`config.mk`:
```
export PLATFORM = sky130hd
export DESIGN_NAME = sysid_info_regs
export DESIGN_NICKNAME = d
export VERILOG_FILES = /design/src/rtl/sysid_info_regs.sv
export SDC_FILE = /design/constraint.sdc
export NUM_CORES = 1
export LEC_CHECK = 0
export ABC_CLOCK_PERIOD_IN_PS = 1300
export BUFFER_PORTS_ARGS = -buffer_cell sky130_fd_sc_hd__buf_2
export CAP_MARGIN = 20
export CORE_MARGIN = 8
export CORE_UTILIZATION = 45
export DETAILED_ROUTE_END_ITERATION = 10
export PLACE_DENSITY = 0.8
export SYNTH_ARGS = -nofsm -noshare
export SYNTH_HDL_FRONTEND = slang
export SYNTH_SLANG_ARGS = --single-unit
```
`constraint.sdc`:
```
create_clock -name clock -period 1.3 [get_ports clock]
set_clock_uncertainty 0.15 [all_clocks]
set_input_delay 0.26 -clock clock [delete_from_list [all_inputs] [get_ports clock]]
set_output_delay 0.26 -clock clock [all_outputs]
set_load 0.02 [all_outputs]
```
`src/rtl/sysid_info_regs.sv`:
```
// System-ID / build-info / uptime register block on an Avalon-MM slave.
// Latency: READ_LATENCY cycles from accepted read to readdatavalid; writes take effect next cycle.
// Backpressure: none (no waitrequest); every read and write is accepted in the cycle it is asserted.
//
// Ports: clock, reset_n (async active-low); address[2:0], read, write, writedata[31:0],
//        byteenable[3:0] in; readdata[31:0], readdatavalid out.
// Optional: define SYSID_UPTIME_EN to build the prescaler, 64-bit uptime counter and high-word
//           shadow. Without it, words 2/3 read 0, CTRL writes are ignored and INFO[15:0] reads 0.
module sysid_info_regs #(
    parameter logic [31:0] ID           = 32'h0000_0000,
    parameter logic [31:0] TIMESTAMP    = 32'h0000_0000,
    parameter logic [15:0] VERSION      = 16'h0002,
    parameter int unsigned PRESCALE     = 1000,
    parameter int unsigned READ_LATENCY = 1,
    parameter logic [31:0] SCRATCH_INIT = 32'h0000_0000
) (
    input  logic        clock,
    input  logic        reset_n,
    input  logic [2:0]  address,
    input  logic        read,
    input  logic        write,
    input  logic [31:0] writedata,
    input  logic [3:0]  byteenable,
    output logic [31:0] readdata,
    output logic        readdatavalid
);

    if (PRESCALE < 1 || PRESCALE > 65535) begin : g_bad_prescale
        $error("sysid_info_regs: PRESCALE must be 1..65535");
    end
    if (READ_LATENCY < 1 || READ_LATENCY > 4) begin : g_bad_latency
        $error("sysid_info_regs: READ_LATENCY must be 1..4");
    end

    logic [31:0] scratch;
    logic [31:0] up_lo;
    logic [31:0] up_hi;
    logic [15:0] info_lo;
    logic [31:0] rdata_mux;

    // Scratch register, byte-lane writable.
    always_ff @(posedge clock or negedge reset_n) begin
        if (!reset_n) begin
            scratch <= SCRATCH_INIT;
        end else if (write && (address == 3'd4)) begin
            for (int i = 0; i < 4; i++) begin
                if (byteenable[i]) begin
                    scratch[8*i +: 8] <= writedata[8*i +: 8];
                end
            end
        end
    end

`ifdef SYSID_UPTIME_EN
    localparam logic [15:0] PRESCALE_MAX = 16'(PRESCALE - 1);

    logic [15:0] presc;
    logic [63:0] uptime;
    logic [31:0] shadow;
    logic        clr;
    logic        tick;
    logic        lo_rd;

    assign clr   = write && (address == 3'd7) && writedata[0];
    assign tick  = (presc == PRESCALE_MAX);
    assign lo_rd = read && (address == 3'd2);

    // Clear has priority over the tick, so a clear in the wrap cycle leaves 0, not 1.
    always_ff @(posedge clock or negedge reset_n) begin
        if (!reset_n) begin
            presc  <= '0;
            uptime <= '0;
        end else if (clr) begin
            presc  <= '0;
            uptime <= '0;
        end else if (tick) begin
            presc  <= '0;
            uptime <= uptime + 64'd1;
        end else begin
            presc  <= presc + 16'd1;
        end
    end

    // A low-word read latches the high word of the same (pre-increment) sample,
    // giving software a tear-free 64-bit read. Clear wins over the load.
    always_ff @(posedge clock or negedge reset_n) begin
        if (!reset_n) begin
            shadow <= '0;
        end else if (clr) begin
            shadow <= '0;
        end else if (lo_rd) begin
            shadow <= uptime[63:32];
        end
    end

    assign up_lo   = uptime[31:0];
    assign up_hi   = shadow;
    assign info_lo = 16'(PRESCALE);
`else
    assign up_lo   = '0;
    assign up_hi   = '0;
    assign info_lo = '0;
`endif

    // Read data is formed from current (pre-write) state in the accept cycle.
    always_comb begin
        rdata_mux = '0;
        case (address)
            3'd0:    rdata_mux = ID;
            3'd1:    rdata_mux = TIMESTAMP;
            3'd2:    rdata_mux = up_lo;
            3'd3:    rdata_mux = up_hi;
            3'd4:    rdata_mux = scratch;
            3'd5:    rdata_mux = {VERSION, info_lo};
            default: rdata_mux = '0;
        endcase
    end

    // Valid and data shift together; reset flushes anything in flight.
    logic [READ_LATENCY-1:0]       pipe_vld;
    logic [READ_LATENCY-1:0][31:0] pipe_dat;

    always_ff @(posedge clock or negedge reset_n) begin
        if (!reset_n) begin
            pipe_vld <= '0;
            pipe_dat <= '0;
        end else begin
            pipe_vld[0] <= read;
            pipe_dat[0] <= read ? rdata_mux : 32'h0;
            for (int i = 1; i < READ_LATENCY; i++) begin
                pipe_vld[i] <= pipe_vld[i-1];
                pipe_dat[i] <= pipe_dat[i-1];
            end
        end
    end

    assign readdata      = pipe_dat[READ_LATENCY-1];
    assign readdatavalid = pipe_vld[READ_LATENCY-1];

endmodule

```
Word level (Yosys, flattened, before mapping)
Cells that the tools add are included.
{ "word_totals": {"ff_bits": 65, "wordCells": 15, "input_bits": 43} }
{ "classes": {"n_mux": 2, "eq_ne": 2, "reduce_logical": 5} }
{ "op_table": {"columns": ["operator", "count"], "rows": [
  ["$pmux 32 s2", 1],
  ["$mux 32", 1],
  ["$reduce_and 2->1", 4],
  ["$eq 3x3->1 const B", 2],
  ["$logic_and 1x1->1", 1]
]} }

Logic depth before layout (Yosys ltp)
{ "depth": {"ltp_word": 3, "mapped_depth": 4, "depth_no_buf": 3} }

Worst setup path after synthesis
OpenSTA, ideal clock, no wires.
{ "synth_timing": {"path_kind": "input-to-reg", "from": "input address[1]", "to": "register scratch[24]", "cell_stages": 4, "setup_time_ps": 128, "path_slack_ps": -86, "n_path_buf": 1, "t_arrival_ps": 1108, "path_cell_list": "nor4bb_1 > buf_2 > nand2_2 > mux2_1"} }
{ "synth_via": {"elab_chain_len": 3} }
{ "synth_lines": {"columns": ["item", "line", "text"], "rows": [
  ["start: declaration", "19", "input logic [2:0] address,"],
  ["$eq 3x3->1", "45", "end else if (write && (address == 3'd4)) begin"],
  ["$logic_and 1x1->1", "45", null],
  ["$reduce_and 2->1 (no source line)", null, null],
  ["end signal: indexed assignment", "48", "scratch[8*i +: 8] <= writedata[8*i +: 8];"],
  ["end: declaration", "35", "logic [31:0] scratch;"]
]} }
No other way between the ends.
A chain may end at the register's enable or synchronous reset.

Worst setup path in the final report
Ends and elaborated chain as after synthesis.

==> reports/results.txt <==
Post-DP Area - 0.002779 mm²
Drt total wl - 4.542 mm
Final core occ - 0.6559
Fin nets - 282
Post-route antenna net violation count - 0
Arrival time at the worst endpoint - 1310 ps
Post-synth ARST share - 1.000
Seq/Total Area, Yosys - 0.7230
Clk pwr share - 0.400
Max VDD drop - 0.9832 mV
Synth top area share - 0.7230
Root Buffer - clkbuf_8
Sw power - 1.033 mW
Switching Fraction - 0.2163
PwrDens - 1521 mW/mm²
Worst skew pair latency - 320 ps
FF-to-FF path depth - 1
Main synth FF type - dfrtp_1
Design Power - 4.775 mW
DR vias - 1371
Syn_area_per_cell - 15.96 µm²
Syn Nets - 184
Multi-input logic area - 638.1 µm²
Fin crit share - 0.9682
Total GRT Usage - 0.1263
Yosys Warn Count - 0
Setup slack, reg-to-reg - 370 ps
Mapped Cells - 141
First-pass GRT wire length - 7.182 mm
Fill cells - 366
Max Root-Sink Buffers - 2
Crit path max fanout - 8
Clock slew at reported path FFs - 70 ps
Router iterations before antenna repair - 4
Pre-CTS setup slack - -316.3 ps
H-Tree Depth - 3
Outcome - finished clean
Worst Hold Depth - 2
Mapped cell area - 0.002250 mm²
Synth unique cells - 11
Tmin final - 1259 ps
Peak Freq - 794.5 MHz
Most frequent cell after synthesis - dfrtp_1
Area leader, netlist - dfrtp_1
Leak - 1.679 nW
PortBufs - 75
CTS tree - done
Antenna diodes - 0
Die Area - 0.007518 mm²
Final cell count without fillers - 311
Syn-to-layout area delta - 39.54%
Int Power - 3.742 mW
Post-DP HPWL - 3.209 mm
Initial Util - 0.4701
Layout cells sized above 1 - 0.5533
Placed insts - 286
Fin Hold WS - 10.63 ps
Worst slew pin tran - 329.0 ps
EDFF count, synth - 0
Largest cells by area after synthesis - dfrtp_1, mux2_2, and2_1
Pins over their slew limit - 0
# rows - 25
FF+latch count, synth - 65
Antenna violations before repair - 0
Hold Vio Cnt, Final - 0
Clock sink count - 65
Crit. End Element - flop
Post-route setup slack - 41.28 ps
# DRC - 0
Finished Cell Area - 0.003139 mm²
Final setup vio count - 0
GP Congestion - 0.7117
Class of the worst hold path - in -> reg
Clock buffer count from CTS - 9
Setup TNS - 0 ps
Drt initial violations - 50
Total congestion overflow - 0
Startpoint Class - input pin
Vias per std cell - 4.408
Max_cap viols - 0
Sequential fraction of design power - 0.500
WL per Instance - 14.60 µm
RSZ-0062 raised after global routing - yes
Sequential cell area - 0.001627 mm²
Die Ht - 86.71 µm
Number of global-route vias before repair - 1577
Die width - 86.71 µm
Largest net degree at the start of global routing - 66
Critical Path RT - 1350 ps
Critical path class - in -> reg
Comb power frac - 0.100
Rel. slew slack - 0.7807
Core area - 0.004786 mm²
# IOs - 76
Synth cell count leaders - dfrtp_1, and2_1, mux2_2, nand2_2, clkbuf_1
-- registers in the layout, indices dropped and copies added (netlist names) --
name and cells:
readdata 32, readdatavalid 1, scratch 32
-- final cells by class --
class | instances | area share
timing repair buffer | 91 | 0.1790
multi-input combinational | 72 | 0.2033
clock inverter | 5 | 0.02471
sequential | 65 | 0.5181
tap | 67 | 0.02670
clock buffer | 11 | 0.04823
-- power by group through the flow --
stage	clock network (mW)	logic, mW	registers (mW)
finish	1.91	0.479	2.39
global route	2.06	0.525	2.42
CTS	1.95	0.471	2.38
detailed placement	0	0.453	2.42
global placement	0	0.432	2.41
floorplan	0	0.237	2.42
-- worst max-delay path: stages --
cell,delay [ps]
buf_2,110
nor4bb_2,290
buf_4,230
nand2_4,100
mux2_1,320
-- final timing paths --
check | startpoint | to
min in group asynchronous | reset_n | scratch[8]$_DFFE_PN0P_
worst max register to register | scratch[24]$_DFFE_PN0P_ | scratch[24]$_DFFE_PN0P_
worst min register to register | scratch[2]$_DFFE_PN0P_ | readdata[2]$_DFF_PN0_
max in group asynchronous | reset_n | readdata[25]$_DFF_PN0_
worst min-delay path | writedata[10] | scratch[10]$_DFFE_PN0P_
worst max-delay path | address[1] | scratch[24]$_DFFE_PN0P_
-- cells in the final DEF (no fill, tap or decap), drive strengths merged --
cell and n:
nand2 5, clkinv 2, buf 82, clkinvlp 1, nor2 1, bufinv 2
dlygate4sd3 9, clkbuf 11, dfrtp 65, and2 31, nor4bb 1, nor3 2
mux2 32
-- logic make-up after synthesis --
group | after synthesis | share of synthesized area
muxes | 32 | 0.1602
buffers and inverters | 4 | 0.007228
DFF | 65 | 0.7230
and+or+nand+nor | 40 | 0.1096
-- repair_timing --
action | CTS | global route
gates resized for setup | 0 | 12
hold endpoints to repair | 70 | 3
setup endpoints to repair | 0 | 13
buffers inserted | 0 | 0
hold buffers | 6 | 3
-- routing by layer --
layer  GRT usage  wire (µm)  up-vias
li1            -          -      661
met1      0.1404       1868      656
met2      0.1986       2191       50
met3     0.05766        433        4
met4     0.06573         48        0
met5           0          0        -
No activity file was read; power rests on OpenSTA's default activity.
